[config.mk]
export PLATFORM = sky130hd
export DESIGN_NAME = ws2812_rx_decoder
export DESIGN_NICKNAME = d
export VERILOG_FILES = /design/src/rtl/ws2812_rx_decoder_pkg.sv /design/src/rtl/ws2812_rx_decoder_din_sync_2ff.sv /design/src/rtl/ws2812_rx_decoder.sv
export SDC_FILE = /design/constraint.sdc
export NUM_CORES = 1
export LEC_CHECK = 0
export BUFFER_PORTS_ARGS = -buffer_cell sky130_fd_sc_hd__clkbuf_2
export CORE_ASPECT_RATIO = 0.6
export CORE_UTILIZATION = 55
export DETAILED_ROUTE_END_ITERATION = 7
export GPL_TIMING_DRIVEN = 0
export HOLD_SLACK_MARGIN = 0.12
export PLACE_DENSITY = 0.8
export SYNTH_ARGS = -nofsm -noshare
export SYNTH_HDL_FRONTEND = slang
export SYNTH_HIERARCHICAL = 1
export SYNTH_SLANG_ARGS = --single-unit
[constraint.sdc]
create_clock -name clk -period 3 [get_ports clk]
set_input_delay 0.15 -clock clk [delete_from_list [all_inputs] [get_ports clk]]
set_output_delay 0.15 -clock clk [all_outputs]
set_load 0.05 [all_outputs]
[src/rtl/ws2812_rx_decoder_pkg.sv]
// WS2812 receive decoder: state encoding and default pulse timings.
// Timings are clock-cycle counts at 100 MHz.
package timing_constants;

    typedef enum logic [1:0] {
        WAIT_RESET,
        READY,
        HIGH,
        LOW
    } state_t;

    localparam int DEF_W_COUNT = 16;
    localparam int DEF_T0H_MIN = 25;
    localparam int DEF_T0H_MAX = 55;
    localparam int DEF_T1H_MIN = 65;
    localparam int DEF_T1H_MAX = 95;
    localparam int DEF_TL_MIN  = 30;
    localparam int DEF_TL_MAX  = 90;
    localparam int DEF_TRESET  = 5000;

endpackage

[src/rtl/ws2812_rx_decoder_din_sync_2ff.sv]
// Two-flop synchroniser for the asynchronous WS2812 data line.
// Adds two cycles of latency.
module din_sync_2ff (
    input  logic clk,
    input  logic rst,
    input  logic i_din,
    output logic o_din_s
);

    logic r_s1;
    logic r_s2;

    always_ff @(posedge clk or posedge rst) begin
        if (rst) begin
            r_s1 <= 1'b0;
            r_s2 <= 1'b0;
        end else begin
            r_s1 <= i_din;
            r_s2 <= r_s1;
        end
    end

    assign o_din_s = r_s2;

endmodule

[src/rtl/ws2812_rx_decoder.sv]
// WS2812 serial receiver: measures pulse widths, decodes 24-bit
// pixels and hands them out through a valid/ready output register.
module ws2812_rx_decoder
    import timing_constants::*;
#(
    parameter int W_COUNT = DEF_W_COUNT,
    parameter int T0H_MIN = DEF_T0H_MIN,
    parameter int T0H_MAX = DEF_T0H_MAX,
    parameter int T1H_MIN = DEF_T1H_MIN,
    parameter int T1H_MAX = DEF_T1H_MAX,
    parameter int TL_MIN  = DEF_TL_MIN,
    parameter int TL_MAX  = DEF_TL_MAX,
    parameter int TRESET  = DEF_TRESET
) (
    input  logic        clk,
    input  logic        rst,
    input  logic        i_din,
    output logic [23:0] o_pixel,
    output logic        o_valid,
    input  logic        i_ready,
    output logic        o_frame_end,
    output logic        o_error,
    output logic        o_overflow
);

    state_t               r_state;
    logic [W_COUNT-1:0]   r_cnt;
    logic [22:0]          r_shift;
    logic [4:0]           r_bits;
    logic [23:0]          r_pixel;
    logic                 r_valid;
    logic                 r_frame_end;
    logic                 r_error;
    logic                 r_overflow;

    logic                 w_din;
    logic [W_COUNT-1:0]   w_cnt_inc;
    logic                 w_is0;
    logic                 w_is1;
    logic                 w_tl_ok;
    logic                 w_fall_ok;
    logic                 w_done;
    logic [23:0]          w_px;

    din_sync_2ff u_sync (
        .clk     (clk),
        .rst     (rst),
        .i_din   (i_din),
        .o_din_s (w_din)
    );

    assign w_cnt_inc = (r_cnt == '1) ? r_cnt : r_cnt + 1'b1;
    assign w_is0 = (r_cnt >= W_COUNT'(T0H_MIN))
                && (r_cnt <= W_COUNT'(T0H_MAX));
    assign w_is1 = (r_cnt >= W_COUNT'(T1H_MIN))
                && (r_cnt <= W_COUNT'(T1H_MAX));
    assign w_tl_ok = (r_cnt >= W_COUNT'(TL_MIN))
                  && (r_cnt <= W_COUNT'(TL_MAX));
    assign w_fall_ok = (r_state == HIGH) && !w_din
                    && (w_is0 || w_is1);
    assign w_done = w_fall_ok && (r_bits == 5'd23);
    assign w_px = {r_shift, w_is1};

    always_ff @(posedge clk or posedge rst) begin
        if (rst) begin
            r_state     <= WAIT_RESET;
            r_cnt       <= '0;
            r_shift     <= '0;
            r_bits      <= '0;
            r_pixel     <= '0;
            r_valid     <= 1'b0;
            r_frame_end <= 1'b0;
            r_error     <= 1'b0;
            r_overflow  <= 1'b0;
        end else begin
            r_frame_end <= 1'b0;
            r_error     <= 1'b0;
            r_overflow  <= 1'b0;

            // Held pixel wins over a new one when downstream stalls.
            if (w_done) begin
                if (!r_valid || i_ready) begin
                    r_pixel <= w_px;
                    r_valid <= 1'b1;
                end else begin
                    r_overflow <= 1'b1;
                end
            end else if (r_valid && i_ready) begin
                r_valid <= 1'b0;
            end

            unique case (r_state)
                WAIT_RESET: begin
                    if (w_din) begin
                        r_cnt <= '0;
                    end else if (w_cnt_inc == W_COUNT'(TRESET)) begin
                        r_cnt   <= '0;
                        r_state <= READY;
                    end else begin
                        r_cnt <= w_cnt_inc;
                    end
                end
                READY: begin
                    if (w_din) begin
                        r_cnt   <= W_COUNT'(1);
                        r_state <= HIGH;
                    end
                end
                HIGH: begin
                    if (w_din) begin
                        r_cnt <= w_cnt_inc;
                    end else if (w_fall_ok) begin
                        r_shift <= w_px[22:0];
                        r_bits  <= w_done ? 5'd0 : r_bits + 5'd1;
                        r_cnt   <= W_COUNT'(1);
                        r_state <= LOW;
                    end else begin
                        r_error <= 1'b1;
                        r_bits  <= '0;
                        r_shift <= '0;
                        r_cnt   <= '0;
                        r_state <= WAIT_RESET;
                    end
                end
                LOW: begin
                    if (w_din) begin
                        if (w_tl_ok) begin
                            r_cnt   <= W_COUNT'(1);
                            r_state <= HIGH;
                        end else begin
                            r_error <= 1'b1;
                            r_bits  <= '0;
                            r_shift <= '0;
                            r_cnt   <= '0;
                            r_state <= WAIT_RESET;
                        end
                    end else if (w_cnt_inc >= W_COUNT'(TRESET)) begin
                        r_frame_end <= 1'b1;
                        r_cnt       <= '0;
                        r_state     <= READY;
                        if (r_bits != 5'd0) begin
                            r_error <= 1'b1;
                            r_bits  <= '0;
                            r_shift <= '0;
                        end
                    end else begin
                        r_cnt <= w_cnt_inc;
                    end
                end
                default: r_state <= WAIT_RESET;
            endcase
        end
    end

    assign o_pixel     = r_pixel;
    assign o_valid     = r_valid;
    assign o_frame_end = r_frame_end;
    assign o_error     = r_error;
    assign o_overflow  = r_overflow;

endmodule

==> results of run 1 <==
[kinds of logic (layout without fill, tap and decap cells)]
kind of cell	after synthesis	after routing	share of synthesized area (%)
adder cells (fa/ha/maj)	6	6	1.889
buffers and inverters	42	92	5.036
flip-flops	76	76	47.84
AO/OA/AOI/OAI	100	100	20.33
XOR/XNOR	1	1	0.2204
AND/OR/NAND/NOR	125	125	17.12
multiplexers	27	27	7.554
[cell usage in the layout (no fill, tap or decap), types with 8 or more instances in the layout]
| master | count |
|---|---|
| a22o_1 | 25 |
| buf_2 | 18 |
| nand2_1 | 26 |
| inv_1 | 13 |
| o31ai_1 | 8 |
| nand3_1 | 15 |
| nand4_1 | 11 |
| mux2_2 | 24 |
| nor2_1 | 27 |
| dfrtp_1 | 75 |
| o21ai_0 | 17 |
| clkbuf_2 | 31 |
| clkbuf_16 | 9 |
[power groups by stage]
stage	clock network, mW	registers (mW)	logic [mW]
2_1_floorplan	0	1.05	0.0581
3_3_place_gp	0	1.05	0.0753
3_5_place_dp	0	1.05	0.0830
4_1_cts	1.13	1.04	0.0865
5_1_grt	1.17	1.04	0.105
6_report	1.12	1.04	0.0931
[layer usage]
layer	track usage (%)	part of all wire [%]
met5	0	0
met3	10.45	11
met1	39.61	48
met4	8.446	1.3
met2	36.65	40
[sequential cells by signal, summed over array words and instances (netlist names), 2 cells and up]
signal and cells:
r_shift 23, r_cnt 16, o_pixel 24, r_state 2, r_bits 5
[worst reg2reg max path, cell delays in order (launching register included)]
cell and delay, ps:
dfrtp_2 390, ha_2 250, and3_1 160, buf_2 230
nand4_2 170, buf_2 250, o311a_1 380, o41ai_2 370
o211ai_2 260, o311ai_0 180, o41ai_1 130
[worst paths after layout]
check,end,cells after the start,from,slack [ps]
min in group asynchronous,u_sync/o_din_s$_DFF_PP0_,3,rst,240
hold / removal,o_overflow$_DFF_PP0_,3,i_ready,170
hold reg to reg,u_sync/o_din_s$_DFF_PP0_,0,u_sync/r_s1$_DFF_PP0_,350
setup reg to reg,r_cnt[11]$_DFFE_PP0P_,10,r_cnt[0]$_DFFE_PP0P_,120
max in group asynchronous,r_shift[10]$_DFFE_PP0P_,4,rst,2250
setup / recovery,r_cnt[11]$_DFFE_PP0P_,10,r_cnt[0]$_DFFE_PP0P_,120
[Yosys cell counts, drive strengths merged (6+ instances only)]
cell / n
buf: 23
nand3: 16
nor3: 9
inv: 14
nor2: 28
o31ai: 10
ha: 6
a22o: 25
nand2: 26
a21oi: 7
mux2: 24
dfrtp: 76
o21ai: 19
nand4: 13
[timing repair]
item,CTS,global route
setup endpoints to repair,13,59
gates cloned,0,0
endpoints found under the hold margin,77,0
hold buffers,2,0
resized for setup,3,5
pin swaps,0,3
buffers inserted,0,2
[final cells by class]
type | count | area (sq um)
Sequential cell | 76 | 1903
Tap cell | 87 | 108.9
Buffer | 28 | 150.1
Timing Repair Buffer | 36 | 217.7
Clock inverter | 5 | 78.83
Multi-Input combinational cell | 259 | 1903
Inverter | 14 | 55.05
Clock buffer | 9 | 225.2
Fill cell | 519 | 2178
==> key figures, run 1 <==
Floorplanning
  • Total die area: between 7000 and 8000 sq um
  • Number of primary I/O pins: 32
  • Die outline width: about 110 microns
  • Initial core utilization: 58.28%
  • Num rows: 23
  • Area of the core: 6820 sq um
  • Overall die height: a little under 70 microns

Final layout
  • Number of non-filler instances in the completed layout: slightly above 500
  • Layout cells sized above 1: 27.63%
  • Layout-stage area growth over the synthesis result: 16.78%
  • Share of the core filled with cells: 68.06%
  • Fin area: between 4000 and 5000 sq um
  • Count of nets after finishing: 434
  • Diode count: 0

Power and ir drop
  • Internal power component: 1.778 mW
  • Sequential Power Share: 46.1%
  • Switching power of the nets: between 400 and 500 uW
  • Clock Power Share: between 40 and 50%
  • Power consumption: 2.246 mW
  • Leakage power summed over all cells: 2.199 nW
  • Switching Share: 20.85%
  • Power per unit of standard cell area: 483.8 nW/um^2
  • Share of power burned in combinational logic: under 10%
  • Peak supply drop: 0.3116 mV

Logic synthesis
  • FFs w/ async S/R, synth: 100.0%
  • Number of distinct standard cells referenced by the synthesized netlist: 68
  • Number of standard cells after synthesis: 377
  • Synth Cell Area: 3975 sq um
  • Synthesized area per cell: ~11 sq um
  • Top flip-flop cell by instance count after synthesis: dfrtp_1
  • Number of synthesized flops with an enable pin: 0
  • Cell type with the highest aggregate area in the netlist: dfrtp_1
  • Ranking of synthesized cells by area: dfrtp_1 48%, mux2_2 6.8%, a22o_1 5.5%
  • Synthesized flop and latch total: 76
  • Syn_nets: 387
  • Sequential fraction of the synthesis area: 47.84%
  • Count of warnings emitted by yosys: 6
  • Area fraction of the dominant cell type after synthesis: between 40% and 50%

Timing
  • Largest clock skew in the final design: 6.975 ps
  • Slack of the critical path: 124.9 ps
  • Transition time of the tightest slew-check pin: ~670 ps
  • Smallest hold slack: 167.1 ps
  • Maximum frequency from static timing analysis: 347.8 MHz
  • Final critical-path share of the clock period: 95.84%
  • Final critical-path required period: roughly 2900 ps
  • Sum Neg Setup Slack: 0 ps
  • Relative slew slack: 54.70%
  • Total of endpoints with negative setup slack in the final report: 0
  • Max-slew violation count: 0
  • Final hold violation count: 0

Critical path
  • Crit path buf inv count: 2
  • Delay of the slowest cell on the worst path: 390 ps
  • Endpoint kind of the worst setup timing path: flop
  • Cell Chain, Critical Path: ha_2 > and3_1 > buf_2 > nand4_2 > buf_2 > o311a_1 > o41ai_2 > o211ai_2 > o311ai_0 > o41ai_1
  • Worst setup path class: reg -> reg
  • Data arrival time of the worst path: around 3000 ps
  • Critical path required time: 3200 ps
  • CP most frequent cell: buf_2
  • Critical Path Source Type: flop
  • Worst-path fanout max: 10
  • Slowest stage cell, crit path: dfrtp_2
  • Cell family with the largest share of critical-path delay: compound AO/OA/AOI/OAI gates

Global route
  • Wire length of the first global-routing pass: roughly 15 mm
  • Grt ovf: 0
  • Number of antenna violations at the first check in global routing: 0
  • Via count of the first global-routing pass: between 2,000 and 3,000
  • GRT Overall Usage: 27.12%
  • Maximum number of pins on one net before global-route repair: 75

CTS
  • Number of H-tree branching levels: 3
  • Number of buffers on the longest clock path: 2
  • Number of clock sinks: 76
  • Root Buffer Master: clkbuf_16
  • Insertion delay of the later-clocked pin in the worst-skew pair: around 340 ps
  • Number of buffers added by the clock tree synthesis step: 9
  • Clock-pin slew on the worst setup and hold paths: 50 ps
  • Clock tree from TritonCTS: done

Detailed routing
  • Antenna Violating Nets Remaining: 0
  • Mean number of vias per cell: 6.381
  • # DRC: 2
  • Iteration count of the initial detailed-routing pass: 8
  • Initial drt markers: 334
  • Average wire per standard cell: about 19 microns
  • Wire length after detailed routing: 9.802 mm
  • Total number of vias: about 3,300

Run status
  • Result of the run: complete, but fails checks
  • Violated checks: design-rule violations

Placed design
  • Worst setup slack after placement: -135.7 ps
  • Total placed instance area: 4269 sq um
  • Dpl cells: ~500
  • Routability congestion estimate from global placement: about 1.0
  • Count of buffers inserted at the top-level ports: 31
  • Half-perimeter wire length after placement: 6.672 mm

Job
  • Maxcap violations: 0

Hold path
  • Tightest Hold Check Type: in -> reg
(Power assumes the default switching activity.)
==> run 2, diff against run 1 <==
--- a/config.mk
+++ b/config.mk
@@ -5,8 +5,10 @@
 export SDC_FILE = /design/constraint.sdc
 export NUM_CORES = 1
 export LEC_CHECK = 0
+export ABC_AREA = 1
 export BUFFER_PORTS_ARGS = -buffer_cell sky130_fd_sc_hd__clkbuf_2
 export CORE_ASPECT_RATIO = 0.6
+export CORE_MARGIN = 10
 export CORE_UTILIZATION = 55
 export DETAILED_ROUTE_END_ITERATION = 7
 export GPL_TIMING_DRIVEN = 0
==> constraint.sdc (replaced) <==
create_clock -name clk -period 3.2 [get_ports clk]
set_input_delay 0.16 -clock clk [delete_from_list [all_inputs] [get_ports clk]]
set_output_delay 0.16 -clock clk [all_outputs]
set_load 0.05 [all_outputs]
==> key figures, run 2 <==
Logic synthesis
  • Sequential fraction of the synthesis area: 48.67% (+0.83 points)
  • Synthesized flop and latch total: 76 (unchanged)
  • Library cell with the highest instance count after synthesis: nand2_1
  • Syn_nets: 508 (+31%)
  • Count of warnings emitted by yosys: 6 (unchanged)
  • Number of synthesized flops with an enable pin: 0 (unchanged)
  • FFs w/ async S/R, synth: 100.0% (unchanged)
  • Synth Cell Area: 3907 sq um (-1.7%)
  • Number of distinct standard cells referenced by the synthesized netlist: 32 (-53%)
  • Ranking of synthesized cells by area: dfrtp_1 49%, nand2_1 13%, inv_1 6.3%
  • Area fraction of the dominant cell type after synthesis: 48.67% (+0.83 points)
  • Synthesized area per cell: 7.846 sq um (-26%)
  • Number of standard cells after synthesis: 498 (+32%)
  • Cell type with the highest aggregate area in the netlist: dfrtp_1
  • Top flip-flop cell by instance count after synthesis: dfrtp_1
  • Top cells by instance count after synthesis: 136 x nand2_1, 76 x dfrtp_1, 66 x inv_1

Final layout
  • Commonest non-fill, non-tap cell in the layout: nand2_1
  • Number of non-filler instances in the completed layout: 633 (+23%)
  • Total of fill cells in the finished design: 552 (+6.4%)
  • Layout-stage area growth over the synthesis result: 15.43%
  • Diode count: 0 (unchanged)
  • Number of flip-flops under the largest register name: 24 (unchanged)
  • Share of the core filled with cells: 66.41% (-1.6 points)
  • Count of nets after finishing: 552 (+27%)
  • Layout cells sized above 1: 15.02% (-13 points)
  • Commonest cells after routing, fill and taps aside: 136 x nand2_1, 76 x dfrtp_1, 65 x inv_1, 44 x o21ai_0, 39 x nor2_1

Placed design
  • Count of buffers inserted at the top-level ports: 31 (unchanged)
  • Half-perimeter wire length after placement: 7.087 mm (+6.2%)
  • Routability congestion estimate from global placement: 0.9473 (-4.9%)
  • Dpl cells: 616 (+24%)

Detailed routing
  • Iteration count of the initial detailed-routing pass: 5 (-3)
  • Wire length after detailed routing: 9.652 mm (-1.5%)
  • # DRC: 0 (-2)
  • Average wire per standard cell: 15.25 microns (-20%)
  • Antenna Violating Nets Remaining: 0 (unchanged)
  • Mean number of vias per cell: 5.592 (-12%)
  • Initial drt markers: 389 (+16%)
  • Total number of vias: 3,540 (+7.9%)

Critical path
  • Delay of the slowest cell on the worst path: 540 ps (+150 ps)
  • Critical path required time: 3390 ps (+190 ps)
  • Number of gates on the worst path with buffers counted: 15 (+5)
  • Slowest stage cell, crit path: dfrtp_1
  • Cell Chain, Critical Path: ha_1 > nand3_1 > nor2_2 > nand3_1 > nand2_1 > nand3_1 > nor2_2 > nand2_1 > nor2_2 > nand2_2 > nand3_2 > nand3_1 > buf_4 > nand2_1 > o21ai_1
  • Data arrival time of the worst path: 3090 ps (+20 ps)
  • Worst-path fanout max: 10 (unchanged)
  • CP most frequent cell: nand3_1
  • Cell family with the largest share of critical-path delay: simple AND/OR/NAND/NOR gates
  • R2R depth: 15 (+5)
  • Crit path buf inv count: 1 (-1)
  • Critical Path Source Type: flop
  • Endpoint kind of the worst setup timing path: flop
  • Worst setup path class: reg -> reg

Floorplanning
  • Total die area: 10,990 sq um (+45%)
  • Die outline width: 128.8 microns (+15%)
  • Overall die height: 85.29 microns (+26%)
  • Number of primary I/O pins: 32 (unchanged)
  • Num rows: 23 (unchanged)
  • Initial core utilization: 57.54% (-0.75 points)
  • Area of the core: 6792 sq um (-0.42%)

Timing
  • Transition time of the tightest slew-check pin: 892.9 ps (+222.8 ps)
  • Total of endpoints with negative setup slack in the final report: 0 (unchanged)
  • Maximum frequency from static timing analysis: 344.5 MHz (-0.94%)
  • Relative slew slack: 40.48% (-14 points)
  • Sum Neg Setup Slack: 0 ps (unchanged)
  • Final critical-path required period: 2902 ps (+27.36 ps)
  • Max-slew violation count: 0 (unchanged)
  • Largest clock skew in the final design: 8.642 ps (+1.668 ps)
  • Final hold violation count: 0 (unchanged)
  • RSZ-0062 raised after global routing: no
  • Final critical-path share of the clock period: 90.70% (-5.1 points)

Global route
  • GRT Overall Usage: 18.28% (-8.8 points)
  • Via count of the first global-routing pass: 3,265 (+11%)
  • Grt ovf: 0 (unchanged)
  • Wire length of the first global-routing pass: 15.99 mm (+4.9%)
  • Number of antenna violations at the first check in global routing: 0 (unchanged)
  • Maximum number of pins on one net before global-route repair: 75 (unchanged)

CTS
  • Clock tree from TritonCTS: done
  • Root Buffer Master: clkbuf_16
  • Number of H-tree branching levels: 3 (unchanged)
  • Number of clock sinks: 76 (unchanged)
  • Clock-pin slew on the worst setup and hold paths: 60 ps (about the same)
  • Number of gates resized after cts: 0 (-3)
  • Number of buffers added by the clock tree synthesis step: 9 (unchanged)
  • Insertion delay of the later-clocked pin in the worst-skew pair: 340 ps (about the same)
  • Number of buffers on the longest clock path: 2 (unchanged)

Run status
  • Result of the run: completed

Hold path
  • Tightest Hold Check Type: in -> reg
  • Depth of the worst hold-timing path: 4 (+1)

Job
  • Maxcap violations: 0 (unchanged)

Power and ir drop
  • Leakage power summed over all cells: 2.178 nW (-0.93%)
  • Peak supply drop: 0.2862 mV (-8.1%)
  • Power per unit of standard cell area: 468.9 nW/um^2 (-3.1%)
-- run 2: changes by cell type after synthesis, sizes merged, moves of 5 or more --
cell   previous run  this run
nand3            16        36
xor2              0         6
nor3              9         3
buf              23         8
inv              14        68
o21ai            19        67
a22o             25         0
and4              5         0
nor2             28        51
nand2            26       143
o31ai            10         4
mux2             24         0
and3              5         0
-- run 2: cell type report --
class	instances	area (sq um)	area share [%]
inverters	69	261.5	5.798
repair buffers	33	175.2	3.883
plain buffers	16	97.59	2.164
multi-input cells	337	1649	36.56
clock buffers	11	242.7	5.381
flip-flops and latches	76	1902	42.16
well taps	87	108.9	2.413
clock inverters	4	73.82	1.637
-- run 2: path summary, 6_finish.rpt --
kind	startpoint	end	slack, ps
max in group asynchronous	rst	r_cnt[14]$_DFFE_PP0P_	2040
max	r_cnt[0]$_DFFE_PP0P_	r_cnt[2]$_DFFE_PP0P_	300
min reg2reg	u_sync/r_s1$_DFF_PP0_	u_sync/o_din_s$_DFF_PP0_	350
max reg2reg	r_cnt[0]$_DFFE_PP0P_	r_cnt[2]$_DFFE_PP0P_	300
min	i_ready	o_overflow$_DFF_PP0_	140
min in group asynchronous	rst	u_sync/r_s1$_DFF_PP0_	240
-- run 2: through the flow --
| step | total power [mW] | cell area (sq um) | worst slack [ps] | hold WS, ps |
|---|---|---|---|---|
| floorplan | 1.033 | 3908 | 926.7 | -98.82 |
| global placement | 1.048 | 4172 | 324.0 | 4.699 |
| detailed placement | 1.052 | 4174 | 441.4 | 39.37 |
| CTS | 2.128 | 4511 | 393.5 | 134.1 |
| global route | 2.173 | 4511 | 151.0 | 155.2 |
| finish | 2.115 | 4511 | 297.5 | 142.5 |
-- run 2: what timing repair did --
action	CTS	global route
hold endpoints to repair	77	0
buffers inserted	0	0
hold buffers	2	0
-- run 2: per-layer routing --
metal	GRT usage, %	wire length [microns]	up-vias
met3	7.702	1001	16
met5	0	0	-
met4	5.344	129	0
li1	-	-	1669
met1	25.52	4594	1698
met2	25.00	3926	157
-- run 2: kinds of logic after synthesis --
family                     after synthesis  share of synthesized area (%)
and+or+nand+nor                        245                          27.70
DFF                                     76                          48.67
AOI/OAI and AO/OA                       80                          11.05
buffers and inverters                   85                          9.126
adders and majority gates                6                          1.921
xor gates and xnor gates                 6                          1.537
-- run 2: worst min-delay path: cells and delay by family --
kind | cells | cell delay, ps
buffers and inverters | 2 | 100
AND/OR/NAND/NOR | 2 | 180
-- run 2: power breakdown --
part           internal [mW]  switching [mW]
clock                  0.699           0.379
sequential             0.966         0.00725
combinational         0.0176          0.0463
==> run 3, diff against run 2 <==
--- a/config.mk
+++ b/config.mk
@@ -7,13 +7,13 @@
 export LEC_CHECK = 0
 export ABC_AREA = 1
 export BUFFER_PORTS_ARGS = -buffer_cell sky130_fd_sc_hd__clkbuf_2
-export CORE_ASPECT_RATIO = 0.6
+export CORE_ASPECT_RATIO = 0.9
 export CORE_MARGIN = 10
-export CORE_UTILIZATION = 55
+export CORE_UTILIZATION = 44
 export DETAILED_ROUTE_END_ITERATION = 7
 export GPL_TIMING_DRIVEN = 0
 export HOLD_SLACK_MARGIN = 0.12
-export PLACE_DENSITY = 0.8
+export PLACE_DENSITY = 0.68
 export SYNTH_ARGS = -nofsm -noshare
 export SYNTH_HDL_FRONTEND = slang
 export SYNTH_HIERARCHICAL = 1
==> key figures, run 3 (synthesized netlist as in run 2, its figures left out) <==
Global route
  • Wire length of the first global-routing pass: 15.64 mm (-2.2%)
  • Number of antenna violations at the first check in global routing: 0 (unchanged)
  • Via count of the first global-routing pass: 3,276 (+0.34%)
  • Grt ovf: 0 (unchanged)
  • GRT Overall Usage: 14.43% (-3.8 points)
  • Maximum number of pins on one net before global-route repair: 57 (-24%)

Critical path
  • Crit path buf inv count: 1 (unchanged)
  • Data arrival time of the worst path: 2990 ps (-100 ps)
  • Endpoint kind of the worst setup timing path: flop
  • Critical path required time: 3410 ps (+20 ps)
  • Worst-path fanout max: 10 (unchanged)
  • Critical Path Source Type: flop
  • Delay of the slowest cell on the worst path: 550 ps (about the same)
  • Slowest stage cell, crit path: dfrtp_1
  • CP most frequent cell: nand3_1
  • Cell family with the largest share of critical-path delay: simple AND/OR/NAND/NOR gates
  • Cell Chain, Critical Path: ha_1 > nand3_1 > nor2_2 > nand3_1 > nand2_1 > nand3_1 > nor2_2 > nand2_1 > nor2_2 > nand2_2 > nand3_2 > nand3_1 > buf_4 > nand2_1 > o21ai_1
  • Worst setup path class: reg -> reg

Floorplanning
  • Overall die height: 109.4 microns (+28%)
  • Area of the core: 8608 sq um (+27%)
  • Initial core utilization: 45.39% (-12 points)
  • Number of primary I/O pins: 32 (unchanged)
  • Num rows: 32 (+39%)
  • Total die area: 13,060 sq um (+19%)
  • Die outline width: 119.3 microns (-7.4%)

Final layout
  • Layout cells sized above 1: 15.17% (+0.16 points)
  • Diode count: 0 (unchanged)
  • Commonest non-fill, non-tap cell in the layout: nand2_1
  • Count of nets after finishing: 554 (+0.36%)
  • Fin area: 4461 sq um (-1.1%)
  • Commonest cells after routing, fill and taps aside: 136 x nand2_1, 76 x dfrtp_1, 65 x inv_1, 44 x o21ai_0, 39 x nor2_1
  • Share of the core filled with cells: 51.82% (-15 points)
  • Number of flip-flops under the largest register name: 24 (unchanged)
  • Layout-stage area growth over the synthesis result: 14.15%

Detailed routing
  • Iteration count of the initial detailed-routing pass: 5 (unchanged)
  • Antenna Violating Nets Remaining: 0 (unchanged)
  • # DRC: 0 (unchanged)
  • Mean number of vias per cell: 4.982 (-11%)
  • Wire length after detailed routing: 8.853 mm (-8.3%)
  • Initial drt markers: 210 (-46%)
  • Total number of vias: 3,318 (-6.3%)
  • Average wire per standard cell: 13.29 microns (-13%)

Placed design
  • Routability congestion estimate from global placement: 0.9450 (-0.24%)
  • Worst setup slack after placement: 459.1 ps (+17.70 ps)
  • Half-perimeter wire length after placement: 6.684 mm (-5.7%)
  • Total placed instance area: 4242 sq um (+1.6%)
  • Count of buffers inserted at the top-level ports: 31 (unchanged)

CTS
  • Insertion delay of the later-clocked pin in the worst-skew pair: 350 ps (about the same)
  • Number of clock sinks: 76 (unchanged)
  • Number of buffers added by the clock tree synthesis step: 9 (unchanged)
  • Clock-pin slew on the worst setup and hold paths: 70 ps (about the same)
  • Clock tree from TritonCTS: done
  • Number of buffers on the longest clock path: 2 (unchanged)
  • Root Buffer Master: clkbuf_8
  • Number of H-tree branching levels: 3 (unchanged)

Timing
  • RSZ-0062 raised after global routing: no
  • Relative slew slack: 65.60% (+25 points)
  • Maximum frequency from static timing analysis: 360.1 MHz (+4.5%)
  • Largest clock skew in the final design: 10.40 ps (+1.755 ps)
  • Max-slew violation count: 0 (unchanged)
  • Final hold violation count: 0 (unchanged)
  • Slack of the critical path: 423.1 ps (+125.6 ps)
  • Sum Neg Setup Slack: 0 ps (unchanged)
  • Final critical-path required period: 2777 ps (-125.6 ps)
  • Total of endpoints with negative setup slack in the final report: 0 (unchanged)
  • Final critical-path share of the clock period: 86.78% (-3.9 points)
  • Transition time of the tightest slew-check pin: 516.1 ps (-376.8 ps)

Power and ir drop
  • Power consumption: 1.750 mW (-17%)
  • Power per unit of standard cell area: 392.4 nW/um^2 (-16%)
  • Leakage power summed over all cells: 2.134 nW (-2.0%)
  • Peak supply drop: 0.2705 mV (-5.5%)

Hold path
  • Tightest Hold Check Type: in -> async

Job
  • Maxcap violations: 0 (unchanged)

Run status
  • Result of the run: completed
-- run 3: cell types whose count changed in the layout (fill, tap and decap cells not counted) --
cell / previous run / this run
bufinv_16: 2 / 1
clkbuf_1: 9 / 8
clkbuf_8: 1 / 10
buf_16: 0 / 1
dlygate4sd3_1: 2 / 3
clkbuf_16: 9 / 0
clkinvlp_4: 0 / 1
-- run 3: final timing paths --
path / startpoint / endpoint / slack [ps] / cells after the start
worst max-delay path: r_cnt[0]$_DFFE_PP0P_ / r_cnt[2]$_DFFE_PP0P_ / 420 / 15
worst min-delay path: rst / u_sync/r_s1$_DFF_PP0_ / 230 / 3
worst max register to register: r_cnt[0]$_DFFE_PP0P_ / r_cnt[2]$_DFFE_PP0P_ / 420 / 15
worst min register to register: u_sync/r_s1$_DFF_PP0_ / u_sync/o_din_s$_DFF_PP0_ / 350 / 0
max in group asynchronous: rst / r_shift[19]$_DFFE_PP0P_ / 2350 / 4
min in group clk: u_sync/r_s1$_DFF_PP0_ / u_sync/o_din_s$_DFF_PP0_ / 350 / 0
-- run 3: per-stage QoR --
stage | std cells | hold WS (ps)
6_report | 666 | 229.6
5_1_grt | 666 | 232.1
3_5_place_dp | 649 | 42.04
4_1_cts | 666 | 227.8
2_1_floorplan | 498 | -98.82
3_3_place_gp | 648 | 9.738
-- run 3: worst register-to-register path: stages, from the launching register on --
cell	delay, ps
dfrtp_1	550
ha_1	360
nand3_1	170
nor2_2	180
nand3_1	90
nand2_1	70
nand3_1	170
nor2_2	170
nand2_1	70
nor2_2	110
nand2_2	70
nand3_2	110
nand3_1	160
buf_4	230
nand2_1	70
o21ai_1	60
-- run 3: cell type report --
cell class | instances | area [sq um]
Sequential cell | 76 | 1902
Inverter | 69 | 261.5
Tap cell | 119 | 148.9
Buffer | 16 | 97.59
Multi-Input combinational cell | 337 | 1649
Clock inverter | 4 | 51.30
Timing Repair Buffer | 35 | 212.7
Fill cell | 818 | 4148
Clock buffer | 10 | 137.6
-- run 3: layer usage --
metal  global-route usage [%]  vias to the layer above  routed length (microns)
li1                         -                     1669                        -
met1                    19.40                     1570                     4250
met2                    22.61                       68                     4011
met3                    3.895                       11                      484
met4                    3.959                        0                      107
met5                        0                        -                        0
-- run 3: where the power goes --
group          switching [mW]  leakage, nW  internal (mW)  total [mW]
clock network           0.341       0.0942          0.373       0.713
registers             0.00646         1.06          0.964       0.970
logic                  0.0449        0.984         0.0216      0.0665
total                   0.392         2.13           1.36        1.75
-- run 3: timing repair --
action	CTS	global route
endpoints found under the hold margin	79	0
buffers inserted	0	0
resized for setup	0	0
hold buffers	3	0
